File: src/rtl/multi_clkdiv_gen_pkg.sv
// rtl/multi_clkdiv_gen_pkg.sv - shared types and constants for the multi-channel clock divider
package multi_clkdiv_gen_pkg;

  typedef enum logic [1:0] {
    ST_IDLE  = 2'd0,
    ST_RUN   = 2'd1,
    ST_DRAIN = 2'd2
  } chan_state_e;

  localparam int MIN_PERIOD = 2;

  // Channel-select width; a single-channel build still needs a 1-bit field.
  function automatic int ch_width(input int n);
    return (n > 1) ? $clog2(n) : 1;
  endfunction

endpackage

File: src/rtl/multi_clkdiv_gen_if.sv
// rtl/multi_clkdiv_gen_if.sv - configuration write bus with accept/reject pulses
interface multi_clkdiv_gen_if
  import multi_clkdiv_gen_pkg::*;
#(
  parameter int NCH      = 4,
  parameter int PERIOD_W = 16
);

  localparam int CH_W = ch_width(NCH);

  logic                cfg_wr;
  logic [CH_W-1:0]     cfg_ch;
  logic [PERIOD_W-1:0] cfg_period;
  logic [PERIOD_W-1:0] cfg_high;
  logic                cfg_ack;
  logic                cfg_err;

  modport master (
    output cfg_wr, cfg_ch, cfg_period, cfg_high,
    input  cfg_ack, cfg_err
  );

  modport slave (
    input  cfg_wr, cfg_ch, cfg_period, cfg_high,
    output cfg_ack, cfg_err
  );

endinterface

File: src/rtl/multi_clkdiv_gen_chan.sv
// rtl/multi_clkdiv_gen_chan.sv - one divider channel: counter, enable FSM, shadow/active config
module multi_clkdiv_gen_chan
  import multi_clkdiv_gen_pkg::*;
#(
  parameter int PERIOD_W   = 16,
  parameter int DEF_PERIOD = 10,
  parameter int DEF_HIGH   = 5
)(
  input  logic                clk,
  input  logic                rst_n,
  input  logic                en,
  input  logic                sync,
  input  logic                ld,
  input  logic [PERIOD_W-1:0] ld_period,
  input  logic [PERIOD_W-1:0] ld_high,
  output logic                div_clk,
  output logic                div_tick,
  output logic                pend
);

  chan_state_e         state_q, state_d;
  logic [PERIOD_W-1:0] cnt_q, cnt_d;
  logic [PERIOD_W-1:0] per_act_q, per_act_d, high_act_q, high_act_d;
  logic [PERIOD_W-1:0] per_sh_q, per_sh_d, high_sh_q, high_sh_d;
  logic                pend_q, pend_d;
  logic                clk_q, clk_d, tick_q, tick_d;
  logic                restart_q, restart_d;
  logic                boundary, apply;

  assign boundary = (cnt_q == per_act_q - PERIOD_W'(1));

  always_ff @(posedge clk or negedge rst_n) begin
    if (!rst_n) begin
      state_q <= ST_IDLE;
    end else begin
      state_q <= state_d;
    end
  end

  always_comb begin
    state_d    = state_q;
    cnt_d      = cnt_q;
    per_act_d  = per_act_q;
    high_act_d = high_act_q;
    per_sh_d   = per_sh_q;
    high_sh_d  = high_sh_q;
    pend_d     = pend_q;
    clk_d      = 1'b0;
    tick_d     = 1'b0;
    restart_d  = 1'b0;
    apply      = 1'b0;

    case (state_q)
      ST_IDLE: begin
        cnt_d = '0;
        apply = pend_q;
        if (en) state_d = ST_RUN;
      end
      ST_RUN, ST_DRAIN: begin
        clk_d  = (cnt_q < high_act_q);
        // A sync restart counts as a new rising edge even if the output was already high.
        tick_d = clk_d && (!clk_q || restart_q);
        if (sync) begin
          cnt_d     = '0;
          apply     = pend_q;
          restart_d = 1'b1;
          state_d   = en ? ST_RUN : ST_DRAIN;
        end else if (boundary) begin
          cnt_d   = '0;
          apply   = pend_q;
          state_d = en ? ST_RUN : ST_IDLE;
        end else begin
          cnt_d   = cnt_q + PERIOD_W'(1);
          state_d = en ? ST_RUN : ST_DRAIN;
        end
      end
      default: state_d = ST_IDLE;
    endcase

    if (apply) begin
      per_act_d  = per_sh_q;
      high_act_d = high_sh_q;
      pend_d     = 1'b0;
    end
    // A write landing on the apply edge stays in shadow for the next boundary.
    if (ld) begin
      per_sh_d  = ld_period;
      high_sh_d = ld_high;
      pend_d    = 1'b1;
    end
  end

  always_ff @(posedge clk or negedge rst_n) begin
    if (!rst_n) begin
      cnt_q      <= '0;
      per_act_q  <= PERIOD_W'(DEF_PERIOD);
      high_act_q <= PERIOD_W'(DEF_HIGH);
      per_sh_q   <= PERIOD_W'(DEF_PERIOD);
      high_sh_q  <= PERIOD_W'(DEF_HIGH);
      pend_q     <= 1'b0;
      clk_q      <= 1'b0;
      tick_q     <= 1'b0;
      restart_q  <= 1'b0;
    end else begin
      cnt_q      <= cnt_d;
      per_act_q  <= per_act_d;
      high_act_q <= high_act_d;
      per_sh_q   <= per_sh_d;
      high_sh_q  <= high_sh_d;
      pend_q     <= pend_d;
      clk_q      <= clk_d;
      tick_q     <= tick_d;
      restart_q  <= restart_d;
    end
  end

  assign div_clk  = clk_q;
  assign div_tick = tick_q;
  assign pend     = pend_q;

endmodule

File: src/rtl/multi_clkdiv_gen.sv
// rtl/multi_clkdiv_gen.sv - NCH programmable glitch-free clock dividers with edge ticks
module multi_clkdiv_gen
  import multi_clkdiv_gen_pkg::*;
#(
  parameter int NCH        = 4,
  parameter int PERIOD_W   = 16,
  parameter int DEF_PERIOD = 10,
  parameter int DEF_HIGH   = 5
)(
  input  logic                  clk,
  input  logic                  rst_n,
  input  logic [NCH-1:0]        ch_en,
  input  logic                  sync,
  multi_clkdiv_gen_if.slave     cfg,
  output logic [NCH-1:0]        div_clk,
  output logic [NCH-1:0]        div_tick,
  output logic [NCH-1:0]        cfg_pend
);

  localparam int CH_W = ch_width(NCH);

  logic           ch_ok, period_ok, wr_ok;
  logic           ack_q, err_q;
  logic [NCH-1:0] ld;

  // Extra bit so NCH itself is representable when NCH is a power of two.
  assign ch_ok     = ({1'b0, cfg.cfg_ch} < (CH_W + 1)'(NCH));
  assign period_ok = (cfg.cfg_period >= PERIOD_W'(MIN_PERIOD));
  assign wr_ok     = cfg.cfg_wr && ch_ok && period_ok;

  always_ff @(posedge clk or negedge rst_n) begin
    if (!rst_n) begin
      ack_q <= 1'b0;
      err_q <= 1'b0;
    end else begin
      ack_q <= wr_ok;
      err_q <= cfg.cfg_wr && !wr_ok;
    end
  end

  assign cfg.cfg_ack = ack_q;
  assign cfg.cfg_err = err_q;

  for (genvar i = 0; i < NCH; i++) begin : g_chan
    assign ld[i] = wr_ok && (cfg.cfg_ch == CH_W'(i));

    multi_clkdiv_gen_chan #(
      .PERIOD_W   (PERIOD_W),
      .DEF_PERIOD (DEF_PERIOD),
      .DEF_HIGH   (DEF_HIGH)
    ) u_chan (
      .clk       (clk),
      .rst_n     (rst_n),
      .en        (ch_en[i]),
      .sync      (sync),
      .ld        (ld[i]),
      .ld_period (cfg.cfg_period),
      .ld_high   (cfg.cfg_high),
      .div_clk   (div_clk[i]),
      .div_tick  (div_tick[i]),
      .pend      (cfg_pend[i])
    );
  end

endmodule

File: src/flat_wrapper.sv
// flat-port wrapper written by rule: the top's interface ports become plain ports
module multi_clkdiv_gen_flat import multi_clkdiv_gen_pkg::*;
#(
  parameter int NCH        = 4,
  parameter int PERIOD_W   = 16,
  parameter int DEF_PERIOD = 10,
  parameter int DEF_HIGH   = 5
)
  (clk, rst_n, ch_en, sync, div_clk, div_tick, cfg_pend, cfg_cfg_wr, cfg_cfg_ch, cfg_cfg_period, cfg_cfg_high, cfg_cfg_ack, cfg_cfg_err);
  multi_clkdiv_gen_if #(.NCH(NCH), .PERIOD_W(PERIOD_W)) cfg_i ();
  input  logic clk;
  input  logic rst_n;
  input  logic [NCH-1:0] ch_en;
  input  logic sync;
  output logic [NCH-1:0] div_clk;
  output logic [NCH-1:0] div_tick;
  output logic [NCH-1:0] cfg_pend;
  input wire logic [$bits(cfg_i.cfg_wr)-1:0] cfg_cfg_wr;
  input wire logic [$bits(cfg_i.cfg_ch)-1:0] cfg_cfg_ch;
  input wire logic [$bits(cfg_i.cfg_period)-1:0] cfg_cfg_period;
  input wire logic [$bits(cfg_i.cfg_high)-1:0] cfg_cfg_high;
  output wire logic [$bits(cfg_i.cfg_ack)-1:0] cfg_cfg_ack;
  output wire logic [$bits(cfg_i.cfg_err)-1:0] cfg_cfg_err;
  assign cfg_i.cfg_wr = cfg_cfg_wr;
  assign cfg_i.cfg_ch = cfg_cfg_ch;
  assign cfg_i.cfg_period = cfg_cfg_period;
  assign cfg_i.cfg_high = cfg_cfg_high;
  assign cfg_cfg_ack = cfg_i.cfg_ack;
  assign cfg_cfg_err = cfg_i.cfg_err;
  multi_clkdiv_gen #(.NCH(NCH), .PERIOD_W(PERIOD_W), .DEF_PERIOD(DEF_PERIOD), .DEF_HIGH(DEF_HIGH)) u_core (.clk(clk), .rst_n(rst_n), .ch_en(ch_en), .sync(sync), .cfg(cfg_i), .div_clk(div_clk), .div_tick(div_tick), .cfg_pend(cfg_pend));
endmodule
File: config.mk
export PLATFORM = sky130hd
export DESIGN_NAME = multi_clkdiv_gen_flat
export DESIGN_NICKNAME = d
export VERILOG_FILES = /design/src/rtl/multi_clkdiv_gen_pkg.sv /design/src/rtl/multi_clkdiv_gen_if.sv /design/src/rtl/multi_clkdiv_gen_chan.sv /design/src/rtl/multi_clkdiv_gen.sv /design/src/flat_wrapper.sv
export SDC_FILE = /design/constraint.sdc
export NUM_CORES = 1
export LEC_CHECK = 0
export CAP_MARGIN = 25
export CORE_MARGIN = 4
export CORE_UTILIZATION = 62
export CTS_BUF_LIST = sky130_fd_sc_hd__clkbuf_8 sky130_fd_sc_hd__clkbuf_16
export DETAILED_ROUTE_END_ITERATION = 6
export GPL_ROUTABILITY_DRIVEN = 0
export PLACE_DENSITY = 0.86
export SLEW_MARGIN = 40
export SYNTH_ARGS = -nofsm -noshare
export SYNTH_HDL_FRONTEND = slang
export SYNTH_SLANG_ARGS = --single-unit
File: constraint.sdc
create_clock -name clk -period 3.81 [get_ports clk]
set_input_delay 0.381 -clock clk [delete_from_list [all_inputs] [get_ports clk]]
set_output_delay 0.381 -clock clk [all_outputs]
set_load 0.05 [all_outputs]
# Yosys cells after proc, flatten, opt, wreduce, memory -nomap -nowiden
# Cells that the tools add are included.
# word_totals
ff_bits	346
input_bits	42
output_inout_bits	14
wordCells	179
# classes
n_addsub	8
n_lt_le_gt_ge	5
eq_ne	19
mux	69
reduce_logical	36
# op_table
operator	count
16-bit 2-to-1 mux	8
16-bit case mux with 2 select lines	4
16-bit by 1-bit adder with 16-bit output (second input constant)	4
16-bit equality test	4
16-bit less-than comparator	4
16-bit by 1-bit subtractor with 16-bit output (second input constant)	4
1-bit 2-to-1 mux	33
2-bit 2-to-1 mux	16
16-bit by 2-bit >= comparator with 1-bit output (second input constant)	1
2-bit case mux with 2 select lines	4
2-bit nonzero test	8
2-bit equality test (second input constant)	6
2-bit by 1-bit equality test with 1-bit output (second input constant)	5
1-bit logical AND	10
2-bit zero test	5
2-bit inequality test (second input constant)	4
1-bit case mux with 2 select lines	4
2-bit OR reduction	4
1-bit zero test	5
1-bit logical OR	4

# Longest topological paths before layout
# depth
ltp_word	7
ltp_mapped	12
depth_no_buf	10

# Modules after synthesis
# Synthesis repeated with hierarchy kept, for this count alone.
# unflattened
hier_cells	1719
area_unflattened_um2	19238.5
# by_module_without_submodules
mod	n_inst	cells_per_inst	area_each_um2	seq_area_each_um2
multi_clkdiv_gen_chan at u_core.g_chan[1].u_chan ...	3	428	4782.1	2162.1
multi_clkdiv_gen_chan at u_core.g_chan[0].u_chan	1	421	4760.8	2162.1
multi_clkdiv_gen	1	14	131.4	50.0

# Worst setup path before layout
# OpenSTA, ideal clock, no wires.
# synth_timing
kind	register -> register
from	reg u_core.g_chan[0].u_chan.per_act_q[0]
to	reg u_core.g_chan[0].u_chan.high_act_q[10]
setup_time_ns	0.125
arrival_ns	3.299
required_ns	3.685
setup_slack_ns	0.386
path_stages_with_launch	11
n_path_buf	1
period_less_slack_ns	3.424
cell_sequence	dfrtp_1 -> inv_1 -> ha_1 -> nor3b_1 -> and3_1 -> a31oi_1 -> a2111oi_1 -> nand4_1 -> a311oi_2 -> buf_4 -> mux2_2
# synth_between
elab_chain_len	5
# synth_rtl
element	line_no	text
from (decl)	multi_clkdiv_gen_chan.sv:23	logic [PERIOD_W-1:0] per_act_q, per_act_d, high_act_q, high_act_d;
from (signal assigned)	multi_clkdiv_gen_chan.sv:96	per_act_q <= PERIOD_W'(DEF_PERIOD);
from (signal assigned)	multi_clkdiv_gen_chan.sv:106	per_act_q <= per_act_d;
16-bit by 1-bit subtractor with 16-bit output	multi_clkdiv_gen_chan.sv:30	assign boundary = (cnt_q == per_act_q - PERIOD_W'(1));
16-bit equality test	multi_clkdiv_gen_chan.sv:30	
1-bit 2-to-1 mux	multi_clkdiv_gen_chan.sv:68	end else if (boundary) begin
1-bit 2-to-1 mux	multi_clkdiv_gen_chan.sv:63	if (sync) begin
1-bit case mux with 2 select lines	multi_clkdiv_gen_chan.sv:53	case (state_q)
to (signal assigned)	multi_clkdiv_gen_chan.sv:97	high_act_q <= PERIOD_W'(DEF_HIGH);
to (signal assigned)	multi_clkdiv_gen_chan.sv:107	high_act_q <= high_act_d;
to (decl)	multi_clkdiv_gen_chan.sv:23	
# No other way between the ends.
# A chain may end at the register's enable or synchronous reset.

# Worst setup path after layout
# layout_timing
from	reg u_core.g_chan[1].u_chan.per_act_q[0]
to	reg u_core.g_chan[1].u_chan.per_act_q[10]
# layout_between
elab_chain_len	5
# layout_rtl
element	line_no
from (decl)	multi_clkdiv_gen_chan.sv:23
from (signal assigned)	multi_clkdiv_gen_chan.sv:96
from (signal assigned)	multi_clkdiv_gen_chan.sv:106
16-bit by 1-bit subtractor with 16-bit output	multi_clkdiv_gen_chan.sv:30
16-bit equality test	multi_clkdiv_gen_chan.sv:30
1-bit 2-to-1 mux	multi_clkdiv_gen_chan.sv:68
1-bit 2-to-1 mux	multi_clkdiv_gen_chan.sv:63
1-bit case mux with 2 select lines	multi_clkdiv_gen_chan.sv:53
# No other way between the ends.

==> flow_summary.toml <==
[outcome]
status = "finished, final reports clean"

[worst_setup_path]
worstPathRequired_ns = 4.20
path_class = "reg -> reg"
arrival_ns = 4.14
startpoint_type = "flop"
cp_max_fo = 32
endpoint_kind = "flop"

[layout]
diodes = 0
finish.net_count = 1800
areaGrowthSynthToFinish_pct = 12.3
drive_gt1_share_pct = 25.9
design_area_mm2 = 0.0207

[placement]
pre_cts_ws_ns = 0.0635
placed_area_mm2 = 0.0194
port_buffers = 55
dp_hpwl_um = 30100

[route]
vias = 13300
via_per_inst = 6.35
wl_met3_um = 2940
wl_um = 46500
routedWlPerCell_um = 22.2
wl_met2_um = 22900
ant_nets = 0
dr.pass1.iters = 5
wl_met1_um = 18700
drt_iter0_drc = 1309
drt_drc_violations_left = 0
highest-signal-layer = "met4"

[timing]
fin_crit_ns = 3.75
hold_viol = 0
tightestPinTransition_ns = 0.777
setup-tns-final_ns = 0
fin_hold_ws_ns = 0.451
clock.fmax_mhz = 267
finalMaxSlewViolations = 0
skew_ns = 0.0139
finalCritPeriodShare_pct = 98.4
fin_ws_ns = 0.0609
setup_viol = 0
slew_headroom_pct = 48.2

[clocking]
cts.sinks = 346
tritoncts = "built"
clockBufferDepth = 3
htreeDepth = 2
clock_latency_ns = 0.52
cts_buffers = 36
clk_pin_slew_ns = 0.06
cts_root_buffer = "clkbuf_16"

[global_routing]
grt_max_degree = 99
grt_pass1_wl_um = 73500
overflow = 0
grt_pass1_vias = 13800
gr-usage-all-layers_pct = 27.9
antenna_found_initial = 1

[logic_synthesis]
synth.distinct_cells = 76
synth_area_leaders = "dfrtp_1 43%, mux2_2 14%, ha_1 5.2%"
synth_compound_gate_area_share_pct = 9.32
yosys.area_share.simple_pct = 12.4
syn_nets = 1751
ys.flop_type = "dfrtp_1"
avgSynthCellArea_um2 = 11.3
synth_top_family_by_area = "multiplexers"
synth-seq-area-share_pct = 47.2
synth_warnings = 0
synth-xor-area-share_pct = 4.52
synth_top_area_share_pct = 42.6
synth_common_cells = "314 x dfrtp_1, 231 x mux2_2, 100 x inv_1"
yosys-mux-area-fraction_pct = 16.7
synth_fa_ha_area_share_pct = 5.16
synth_seq_cells = 346
synthCells = 1633
synth_top_area_cell = "dfrtp_1"
synth_edf_count = 0
postSynth.asyncResetShare_pct = 100
synth.most_common_cell = "dfrtp_1"
synth_area_mm2 = 0.0184

[run]
maxCapViolCount = 0

[floorplan]
start_util_pct = 63.5
num_rows = 62
die_area_mm2 = 0.0325
num_io_pins = 56
core_mm2 = 0.0290
die_height_um = 180
die_w_um = 180

[pwr]
power.leakage_nw = 9.45
powerDensity_mw_per_mm2 = 718
ir_drop_v = 0.000532

[worst_hold_path]
min_path_type = "in -> reg"
[worst max-delay path, cell delays in order, from the launching register on]
cell,delay [ns]
dfrtp_2,0.46
inv_1,0.08
ha_2,0.22
or4b_2,0.64
nor4_4,0.20
xnor2_1,0.19
o2111ai_2,0.21
o41ai_4,0.43
nor2_2,0.04
or4_2,0.58
buf_12,0.23
mux2_4,0.33
[metrics by stage]
| step | total power, W | utilization, % | instances |
|---|---|---|---|
| floorplan | 0.00972 | - | 1633 |
| global placement | 0.0107 | 66.9 | 2022 |
| detailed placement | 0.0111 | 66.9 | 2022 |
| CTS | 0.0147 | 70.9 | 2087 |
| global route | 0.0157 | 71.3 | 2092 |
| finish | 0.0149 | 71.3 | 2092 |
[timing repair]
action,4_1_cts,5_1_grt
setup endpoints to repair,0,96
gates resized for setup,0,12
hold endpoints to repair,83,0
setup buffers,0,4
hold buffers,1,0
[report_power, final]
group          internal, W  switching [W]
clock              0.00201        0.00143
combinational      0.00267        0.00282
sequential         0.00486        0.00106
total              0.00955        0.00531
[metal layers]
layer,global-route usage (%),vias to the layer above
li1,-,5944
met1,35.9,6700
met2,47.6,513
met3,4.52,129
met4,10.9,0
met5,0,-
[sequential cells by signal (all words and copies together), names as in the netlist, 4 cells and up]
signal                           cells
u_core.g_chan.u_chan.cnt_q          64
u_core.g_chan.u_chan.div_clk         4
u_core.g_chan.u_chan.div_tick        4
u_core.g_chan.u_chan.high_act_q     64
u_core.g_chan.u_chan.high_sh_q      64
u_core.g_chan.u_chan.pend            4
u_core.g_chan.u_chan.per_act_q      64
u_core.g_chan.u_chan.per_sh_q       64
u_core.g_chan.u_chan.restart_q       4
u_core.g_chan.u_chan.state_q         8
[worst paths after layout]
path / to / cells after the start / startpoint / slack, ns
min: u_core.g_chan[3].u_chan.state_q[1] / 2 / ch_en[3] / 0.45
max reg2reg: u_core.g_chan[1].u_chan.per_act_q[10] / 11 / u_core.g_chan[1].u_chan.per_act_q[0] / 0.06
min reg2reg: u_core.g_chan[3].u_chan.high_act_q[7] / 1 / u_core.g_chan[3].u_chan.high_sh_q[7] / 0.50
max: u_core.g_chan[1].u_chan.per_act_q[10] / 11 / u_core.g_chan[1].u_chan.per_act_q[0] / 0.06
max in group asynchronous: u_core.g_chan[0].u_chan.per_act_q[14] / 3 / rst_n / 2.29
min in group asynchronous: u_core.g_chan[1].u_chan.cnt_q[7] / 2 / rst_n / 0.46
[cells by family (layout without fill, tap and decap cells)]
group / after synthesis / in the layout
flip-flops: 346 / 346
multiplexers: 264 / 264
XOR/XNOR: 95 / 95
adder cells (fa/ha/maj): 76 / 76
AO/OA/AOI/OAI: 246 / 246
buffers and inverters: 193 / 268
AND/OR/NAND/NOR: 413 / 413
[placed cells by master (no fill, tap or decap), types with 40 or more instances in the layout]
cell	n
a21o_1	41
buf_4	40
clkdlybuf4s50_1	54
dfrtp_1	313
ha_1	74
inv_1	110
mux2_2	231
nand2_1	94
nand3_1	45
nor2_1	53
o21ai_0	51
xnor2_1	54
xor2_1	41
[final cells by class]
| class | instances | area [um2] |
|---|---|---|
| multi-input cells | 1094 | 8960 |
| flip-flops and latches | 346 | 8700 |
| fillers | 1953 | 8320 |
| repair buffers | 103 | 1010 |
| clock buffers | 43 | 1010 |
| well taps | 384 | 480 |
| inverters | 101 | 379 |
| clock inverters | 21 | 146 |
(Power assumes the default switching activity.)
